**config.mk**
```make
export PLATFORM = sky130hd
export DESIGN_NAME = uart_apb_cfg_seq_flat
export DESIGN_NICKNAME = d
export VERILOG_FILES = /design/src/rtl/uart_apb_cfg_seq_if.sv /design/src/rtl/uart_apb_cfg_seq.sv /design/src/flat_wrapper.sv
export SDC_FILE = /design/constraint.sdc
export NUM_CORES = 1
export LEC_CHECK = 0
export BUFFER_PORTS_ARGS = -buffer_cell sky130_fd_sc_hd__buf_2
export CAP_MARGIN = 20
export CELL_PAD_IN_SITES_DETAIL_PLACEMENT = 0
export CELL_PAD_IN_SITES_GLOBAL_PLACEMENT = 2
export CORE_AREA = 8 8 186 188
export CTS_BUF_LIST = sky130_fd_sc_hd__clkbuf_8
export CTS_CLUSTER_DIAMETER = 100
export CTS_CLUSTER_SIZE = 16
export DETAILED_ROUTE_END_ITERATION = 6
export DIE_AREA = 0 0 194 196
export PLACE_DENSITY_LB_ADDON = 0.12
export SYNTH_ARGS = -nofsm -noshare
export SYNTH_HDL_FRONTEND = slang
export SYNTH_SLANG_ARGS = --single-unit
```
**constraint.sdc**
```tcl
create_clock -name pclk -period 8.9 [get_ports pclk]
set_input_delay 1.78 -clock pclk [delete_from_list [all_inputs] [get_ports pclk]]
set_output_delay 1.78 -clock pclk [all_outputs]
set_load 0.05 [all_outputs]
```
**src/rtl/uart_apb_cfg_seq_if.sv**
```systemverilog
// APB bus between the UART config sequencer (master) and the UART register block (slave).
interface uart_apb_cfg_seq_if;
  logic [11:0] paddr;
  logic        psel;
  logic        penable;
  logic        pwrite;
  logic [31:0] pwdata;
  logic [3:0]  pstrb;
  logic [31:0] prdata;
  logic        pready;
  logic        pslverr;

  modport master (
    output paddr, psel, penable, pwrite, pwdata, pstrb,
    input  prdata, pready, pslverr
  );

  modport slave (
    input  paddr, psel, penable, pwrite, pwdata, pstrb,
    output prdata, pready, pslverr
  );
endinterface

```
**src/rtl/uart_apb_cfg_seq.sv**
```systemverilog
// APB master that walks a table of write / read-and-compare entries to program the UART.
// Reports done, or error with the failing entry index and cause.
module uart_apb_cfg_seq #(
  parameter int unsigned NUM_ENTRIES = 8,
  parameter int unsigned TIMEOUT     = 16
) (
  input  logic                      pclk,
  input  logic                      prst_n,
  input  logic                      i_start,
  input  logic [4:0]                i_cfg_cnt,
  input  logic [12*NUM_ENTRIES-1:0] i_tbl_addr,
  input  logic [32*NUM_ENTRIES-1:0] i_tbl_data,
  input  logic [4*NUM_ENTRIES-1:0]  i_tbl_strb,
  input  logic [NUM_ENTRIES-1:0]    i_tbl_rd,
  uart_apb_cfg_seq_if.master        apb,
  output logic                      o_busy,
  output logic                      o_done,
  output logic                      o_err,
  output logic [3:0]                o_err_idx,
  output logic [1:0]                o_err_code
);

  localparam int unsigned WcntW = $clog2(TIMEOUT);

  typedef enum logic [2:0] {StIdle, StLoad, StSetup, StAccess, StDone, StErr} state_e;

  state_e           r_state, w_state_nxt;
  logic [3:0]       r_idx, w_idx_nxt;
  logic [4:0]       r_cnt, w_cnt_nxt;
  logic [WcntW-1:0] r_wcnt, w_wcnt_nxt;
  logic [3:0]       r_err_idx, w_err_idx_nxt;
  logic [1:0]       r_err_code, w_err_code_nxt;

  logic [11:0] w_addr;
  logic [31:0] w_data;
  logic [3:0]  w_strb;
  logic        w_rd;
  logic [31:0] w_mask;
  logic        w_mismatch;
  logic        w_apb_act;
  logic        w_wr_act;

  // Current entry fields; table inputs are held stable by the host while busy.
  always_comb begin
    w_addr     = i_tbl_addr[12*r_idx +: 12];
    w_data     = i_tbl_data[32*r_idx +: 32];
    w_strb     = i_tbl_strb[4*r_idx +: 4];
    w_rd       = i_tbl_rd[r_idx];
    w_mask     = {{8{w_strb[3]}}, {8{w_strb[2]}}, {8{w_strb[1]}}, {8{w_strb[0]}}};
    w_mismatch = w_rd && (((apb.prdata ^ w_data) & w_mask) != 32'h0);
  end

  always_comb begin
    w_state_nxt    = r_state;
    w_idx_nxt      = r_idx;
    w_cnt_nxt      = r_cnt;
    w_wcnt_nxt     = r_wcnt;
    w_err_idx_nxt  = r_err_idx;
    w_err_code_nxt = r_err_code;
    unique case (r_state)
      StIdle, StDone, StErr: begin
        if (i_start) begin
          w_state_nxt    = StLoad;
          // Clamp so idx never walks past the table.
          w_cnt_nxt      = (i_cfg_cnt > 5'(NUM_ENTRIES)) ? 5'(NUM_ENTRIES) : i_cfg_cnt;
          w_idx_nxt      = 4'd0;
          w_err_idx_nxt  = 4'd0;
          w_err_code_nxt = 2'b00;
        end
      end
      StLoad: begin
        w_state_nxt = (r_cnt == 5'd0) ? StDone : StSetup;
      end
      StSetup: begin
        w_state_nxt = StAccess;
        w_wcnt_nxt  = '0;
      end
      StAccess: begin
        if (apb.pready) begin
          if (apb.pslverr) begin
            w_state_nxt    = StErr;
            w_err_idx_nxt  = r_idx;
            w_err_code_nxt = 2'b01;
          end else if (w_mismatch) begin
            w_state_nxt    = StErr;
            w_err_idx_nxt  = r_idx;
            w_err_code_nxt = 2'b11;
          end else if ({1'b0, r_idx} == r_cnt - 5'd1) begin
            w_state_nxt = StDone;
          end else begin
            w_state_nxt = StSetup;
            w_idx_nxt   = r_idx + 4'd1;
          end
        end else if (r_wcnt == WcntW'(TIMEOUT - 1)) begin
          w_state_nxt    = StErr;
          w_err_idx_nxt  = r_idx;
          w_err_code_nxt = 2'b10;
        end else begin
          w_wcnt_nxt = r_wcnt + 1'b1;
        end
      end
      default: w_state_nxt = StIdle;
    endcase
  end

  always_ff @(posedge pclk or negedge prst_n) begin
    if (!prst_n) begin
      r_state    <= StIdle;
      r_idx      <= 4'd0;
      r_cnt      <= 5'd0;
      r_wcnt     <= '0;
      r_err_idx  <= 4'd0;
      r_err_code <= 2'b00;
    end else begin
      r_state    <= w_state_nxt;
      r_idx      <= w_idx_nxt;
      r_cnt      <= w_cnt_nxt;
      r_wcnt     <= w_wcnt_nxt;
      r_err_idx  <= w_err_idx_nxt;
      r_err_code <= w_err_code_nxt;
    end
  end

  // All outputs decode from registered state, so reset clears them asynchronously.
  assign w_apb_act   = (r_state == StSetup) || (r_state == StAccess);
  assign w_wr_act    = w_apb_act && !w_rd;
  assign apb.psel    = w_apb_act;
  assign apb.penable = (r_state == StAccess);
  assign apb.paddr   = w_apb_act ? w_addr : 12'h0;
  assign apb.pwrite  = w_wr_act;
  assign apb.pwdata  = w_wr_act ? w_data : 32'h0;
  assign apb.pstrb   = w_wr_act ? w_strb : 4'h0;

  assign o_busy     = (r_state == StLoad) || w_apb_act;
  assign o_done     = (r_state == StDone);
  assign o_err      = (r_state == StErr);
  assign o_err_idx  = r_err_idx;
  assign o_err_code = r_err_code;

endmodule

```
**src/flat_wrapper.sv**
```systemverilog
// flat-port wrapper written by rule: the top's interface ports become plain ports
module uart_apb_cfg_seq_flat 
#(
  parameter int unsigned NUM_ENTRIES = 8,
  parameter int unsigned TIMEOUT     = 16
)
  (pclk, prst_n, i_start, i_cfg_cnt, i_tbl_addr, i_tbl_data, i_tbl_strb, i_tbl_rd, o_busy, o_done, o_err, o_err_idx, o_err_code, apb_paddr, apb_psel, apb_penable, apb_pwrite, apb_pwdata, apb_pstrb, apb_prdata, apb_pready, apb_pslverr);
  uart_apb_cfg_seq_if apb_i ();
  input  logic pclk;
  input  logic prst_n;
  input  logic i_start;
  input  logic [4:0] i_cfg_cnt;
  input  logic [12*NUM_ENTRIES-1:0] i_tbl_addr;
  input  logic [32*NUM_ENTRIES-1:0] i_tbl_data;
  input  logic [4*NUM_ENTRIES-1:0] i_tbl_strb;
  input  logic [NUM_ENTRIES-1:0] i_tbl_rd;
  output logic o_busy;
  output logic o_done;
  output logic o_err;
  output logic [3:0] o_err_idx;
  output logic [1:0] o_err_code;
  output wire logic [$bits(apb_i.paddr)-1:0] apb_paddr;
  output wire logic [$bits(apb_i.psel)-1:0] apb_psel;
  output wire logic [$bits(apb_i.penable)-1:0] apb_penable;
  output wire logic [$bits(apb_i.pwrite)-1:0] apb_pwrite;
  output wire logic [$bits(apb_i.pwdata)-1:0] apb_pwdata;
  output wire logic [$bits(apb_i.pstrb)-1:0] apb_pstrb;
  input wire logic [$bits(apb_i.prdata)-1:0] apb_prdata;
  input wire logic [$bits(apb_i.pready)-1:0] apb_pready;
  input wire logic [$bits(apb_i.pslverr)-1:0] apb_pslverr;
  assign apb_paddr = apb_i.paddr;
  assign apb_psel = apb_i.psel;
  assign apb_penable = apb_i.penable;
  assign apb_pwrite = apb_i.pwrite;
  assign apb_pwdata = apb_i.pwdata;
  assign apb_pstrb = apb_i.pstrb;
  assign apb_i.prdata = apb_prdata;
  assign apb_i.pready = apb_pready;
  assign apb_i.pslverr = apb_pslverr;
  uart_apb_cfg_seq #(.NUM_ENTRIES(NUM_ENTRIES), .TIMEOUT(TIMEOUT)) u_core (.pclk(pclk), .prst_n(prst_n), .i_start(i_start), .i_cfg_cnt(i_cfg_cnt), .i_tbl_addr(i_tbl_addr), .i_tbl_data(i_tbl_data), .i_tbl_strb(i_tbl_strb), .i_tbl_rd(i_tbl_rd), .apb(apb_i), .o_busy(o_busy), .o_done(o_done), .o_err(o_err), .o_err_idx(o_err_idx), .o_err_code(o_err_code));
endmodule
```
==> flow_metrics.tcl <==
set metrics [dict create \
    detail_route.wl_per_cell_um 25.3 \
    synthSimpleGateAreaFrac 0.179 \
    setup_viol 0 \
    hold_viol 0 \
    wl_met1_um 13800 \
    die_area_sq_um 38000 \
    clock_latency_ns 0.27 \
    min-delay-start "u_core.r_cnt[1]" \
    fp.dieH_um 196 \
    synth_area_leaders "mux4_2 31%, mux2i_1 14%, dfrtp_1 11%" \
    drtIter0Drc 288 \
    cts_hold_buf 0 \
    antenna_found_initial 9 \
    cts_buffers 3 \
    synth.area.mux_share 0.506 \
    async_reset_ff_frac 1.00 \
    cts_setup_buffers 0 \
    clock_sinks 22 \
    die_w_um 194 \
    rrSetupSlack_ns 4.38 \
    worstMarginPinSlew_ns 1.03 \
    finalMaxSlewViolations 0 \
    synth-xor-area-share 0.0136 \
    reg2reg_depth 9 \
    cp-start-kind "input port" \
    rows 66 \
    routed_wl_um 34900 \
    top_layer "met5" \
    synth_top_area_share 0.311 \
    wl_met3_um 3000 \
    final_antenna_net_count 0 \
    grt_pass1_wl_um 49700 \
    min_period_ns 5.95 \
    rsz0062_at_grt "false" \
    globalRouteOverflowTotal 0 \
    route.detailed.drc 0 \
    ios 494 \
    track_usage 0.174 \
    ys_warn_count 0 \
    cts_buffer_depth 2 \
    seq_area_frac_synth 0.107 \
    viasPerCell 4.57 \
    synth_edf_count 0 \
    synth_top_family_by_area "multiplexers" \
    port-buffer-count 493 \
    synth_cell_types 61 \
    critPathMaxStageDelay_ns 0.54 \
    status "finished clean" \
    drive_above_1_share 0.619 \
    firstDrtPassIters 4 \
    synthCells 508 \
    finClkSkew_ns 0.00245 \
    slowest_stage "mux2i_1" \
    holdPathEnd "u_core.r_cnt[1]" \
    vias 6316 \
    cts_root_buf "clkbuf_8" \
    maxCapViolCount 0 \
    synth_top_area_cell "mux4_2" \
    synthAdderAreaFrac 0.00973 \
    worst_path_most_repeated_cell "buf_2" \
    path_delay_family "buffers and inverters" \
    cp.required_ns 7.12 \
    initial_core_util 0.161 \
    crit_buf_inv 4 \
    r2r_end "u_core.r_idx[1]" \
    relSlewSlack 0.315 \
    critPathCaptureType "primary output" \
    powerDensity_nw_per_um2 165 \
    fill_cells 3544 \
    layout.nets 1407 \
    critPathArrivalTime_ns 4.17 \
    syn_nets 946 \
    cts_tree "built" \
    cts_htree_levels 1 \
    synth_flop_cell "dfrtp_1" \
    place.gp.congestion 0.787 \
    power_uw 1330 \
    core_area_sq_um 31900 \
    syn_to_final_growth_pct 56.1 \
    synth_compound_area_frac 0.126 \
    synth_area_per_cell_sq_um 10.1 \
    crit_type "in2out" \
    ir_worst_vdd_mv 0.0852 \
    dp_hpwl_um 30200 \
    timing.fmax_mhz 168 \
    cts_resized 0 \
    path_cells "buf_2 -> mux4_2 -> mux2i_1 -> nand2_1 -> buf_4 -> inv_1 -> and3_1 -> buf_2" \
    synth-seq-cells 22 \
    critical_path_peak_fanout 24 \
    grt_pass1_vias 7091 \
    worstHoldPathCells 2 \
    p_leak_uw 0.00389 \
    clk_pin_slew_ns 0.09 \
    hold_class "reg2reg" \
    setup_tns_ns 0 \
    grt_max_degree 69 \
    wl_met2_um 17400 \
    rr_startpoint "u_core.r_idx[0]" \
    syn_area_sq_um 5140 \
    period_share 0.669 \
]
sequential cells by signal, indices dropped and copies added, names as in the netlist:
register / flops
u_core.r_cnt: 5
u_core.o_err_idx: 4
u_core.r_idx: 4
u_core.r_wcnt: 4
u_core.r_state: 3
u_core.o_err_code: 2
routing by layer:
layer,global-route usage,vias up
li1,-,2979
met1,0.199,2978
met2,0.308,321
met3,0.0574,32
met4,0.0419,6
met5,0,-
layout by cell type, fill, tap and decap left out, types with 4 or more instances in the layout:
| cell | Yosys | routed |
|---|---|---|
| nor4b_1 | 12 | 12 |
| and3b_1 | 6 | 6 |
| a2bb2oi_1 | 4 | 4 |
| mux2_2 | 11 | 11 |
| nand2_1 | 30 | 30 |
| dfrtp_1 | 22 | 18 |
| a31oi_1 | 4 | 4 |
| buf_2 | 17 | 493 |
| a221o_1 | 4 | 4 |
| and2_1 | 4 | 4 |
| o21a_1 | 7 | 7 |
| nor2_1 | 35 | 35 |
| inv_1 | 12 | 12 |
| mux4_1 | 6 | 6 |
| mux2i_1 | 72 | 72 |
| o21ai_0 | 19 | 19 |
| and3_1 | 17 | 17 |
| nor3b_1 | 4 | 4 |
| mux4_2 | 71 | 71 |
| xnor2_1 | 6 | 6 |
| a21boi_0 | 8 | 8 |
| ha_1 | 4 | 4 |
| a21oi_1 | 7 | 7 |
| nor3_1 | 41 | 41 |
| nor2b_1 | 5 | 5 |
| a41o_1 | 4 | 4 |
| a221oi_1 | 7 | 7 |
| buf_4 | 2 | 8 |
| diode_2 | 0 | 7 |
report_power, final:
part	leakage [uW]	internal, uW	switching [uW]
clock	0.0000357	60.2	38.1
sequential	0.000288	125	55.8
combinational	0.00356	435	611
total	0.00389	620	705
synth_stat cells, drive strengths merged (9+ instances only):
cell type	count
clkbuf	18
o21ai	22
nor2	35
and3	17
mux2i	72
nor3	42
buf	27
inv	13
nor4b	14
a21boi	9
nand2	30
mux4	77
mux2	11
dfrtp	22
kinds of logic (layout without fill, tap and decap cells):
group / Yosys count / after routing
AOI/OAI and AO/OA: 87 / 87
xor gates and xnor gates: 8 / 8
adders and majority gates: 4 / 4
buffers and inverters: 58 / 518
DFF: 22 / 22
muxes: 160 / 160
other: 0 / 7
and+or+nand+nor: 169 / 169
worst max path at each step:
stage                           start             end  slack [ns]  cells after the start
after floorplan           i_tbl_rd[3]  apb_pwdata[16]        3.10                      5
after global placement    i_tbl_rd[3]  apb_pwdata[15]        2.94                      8
after detailed placement  i_tbl_rd[3]   apb_pwdata[2]        2.97                      8
after CTS                 i_tbl_rd[3]   apb_pwdata[2]        2.97                      8
after global routing      i_tbl_rd[3]  apb_pwdata[23]        2.83                      8
final                     i_tbl_rd[3]   apb_pwdata[2]        2.95                      8
metrics by stage:
step	util	setup WS [ns]	hold WS, ns	cells	cell area [sq um]
finish	0.252	2.95	0.536	1383	8030
global route	0.252	2.83	0.560	1381	8020
floorplan	-	3.10	0.472	508	5140
CTS	0.251	2.97	0.547	1376	8010
detailed placement	0.249	2.97	0.530	1372	7940
global placement	0.249	2.94	0.519	1372	7940
cell type report:
| class | instances | area [sq um] | share of cell area |
|---|---|---|---|
| Sequential cell | 22 | 563 | 0.0701 |
| Clock buffer | 3 | 41.3 | 0.00514 |
| Multi-Input combinational cell | 428 | 4290 | 0.534 |
| Antenna cell | 7 | 17.5 | 0.00218 |
| Timing Repair Buffer | 501 | 2530 | 0.315 |
| Clock inverter | 1 | 30.0 | 0.00374 |
| Inverter | 13 | 48.8 | 0.00608 |
| Tap cell | 408 | 510 | 0.0636 |
tightest hold or removal path, cell delays in order, from the launching register on:
cell	delay, ns
dfrtp_1	0.39
nand2_1	0.06
o21ai_0	0.06
Power figures use the tool's default switching activity.
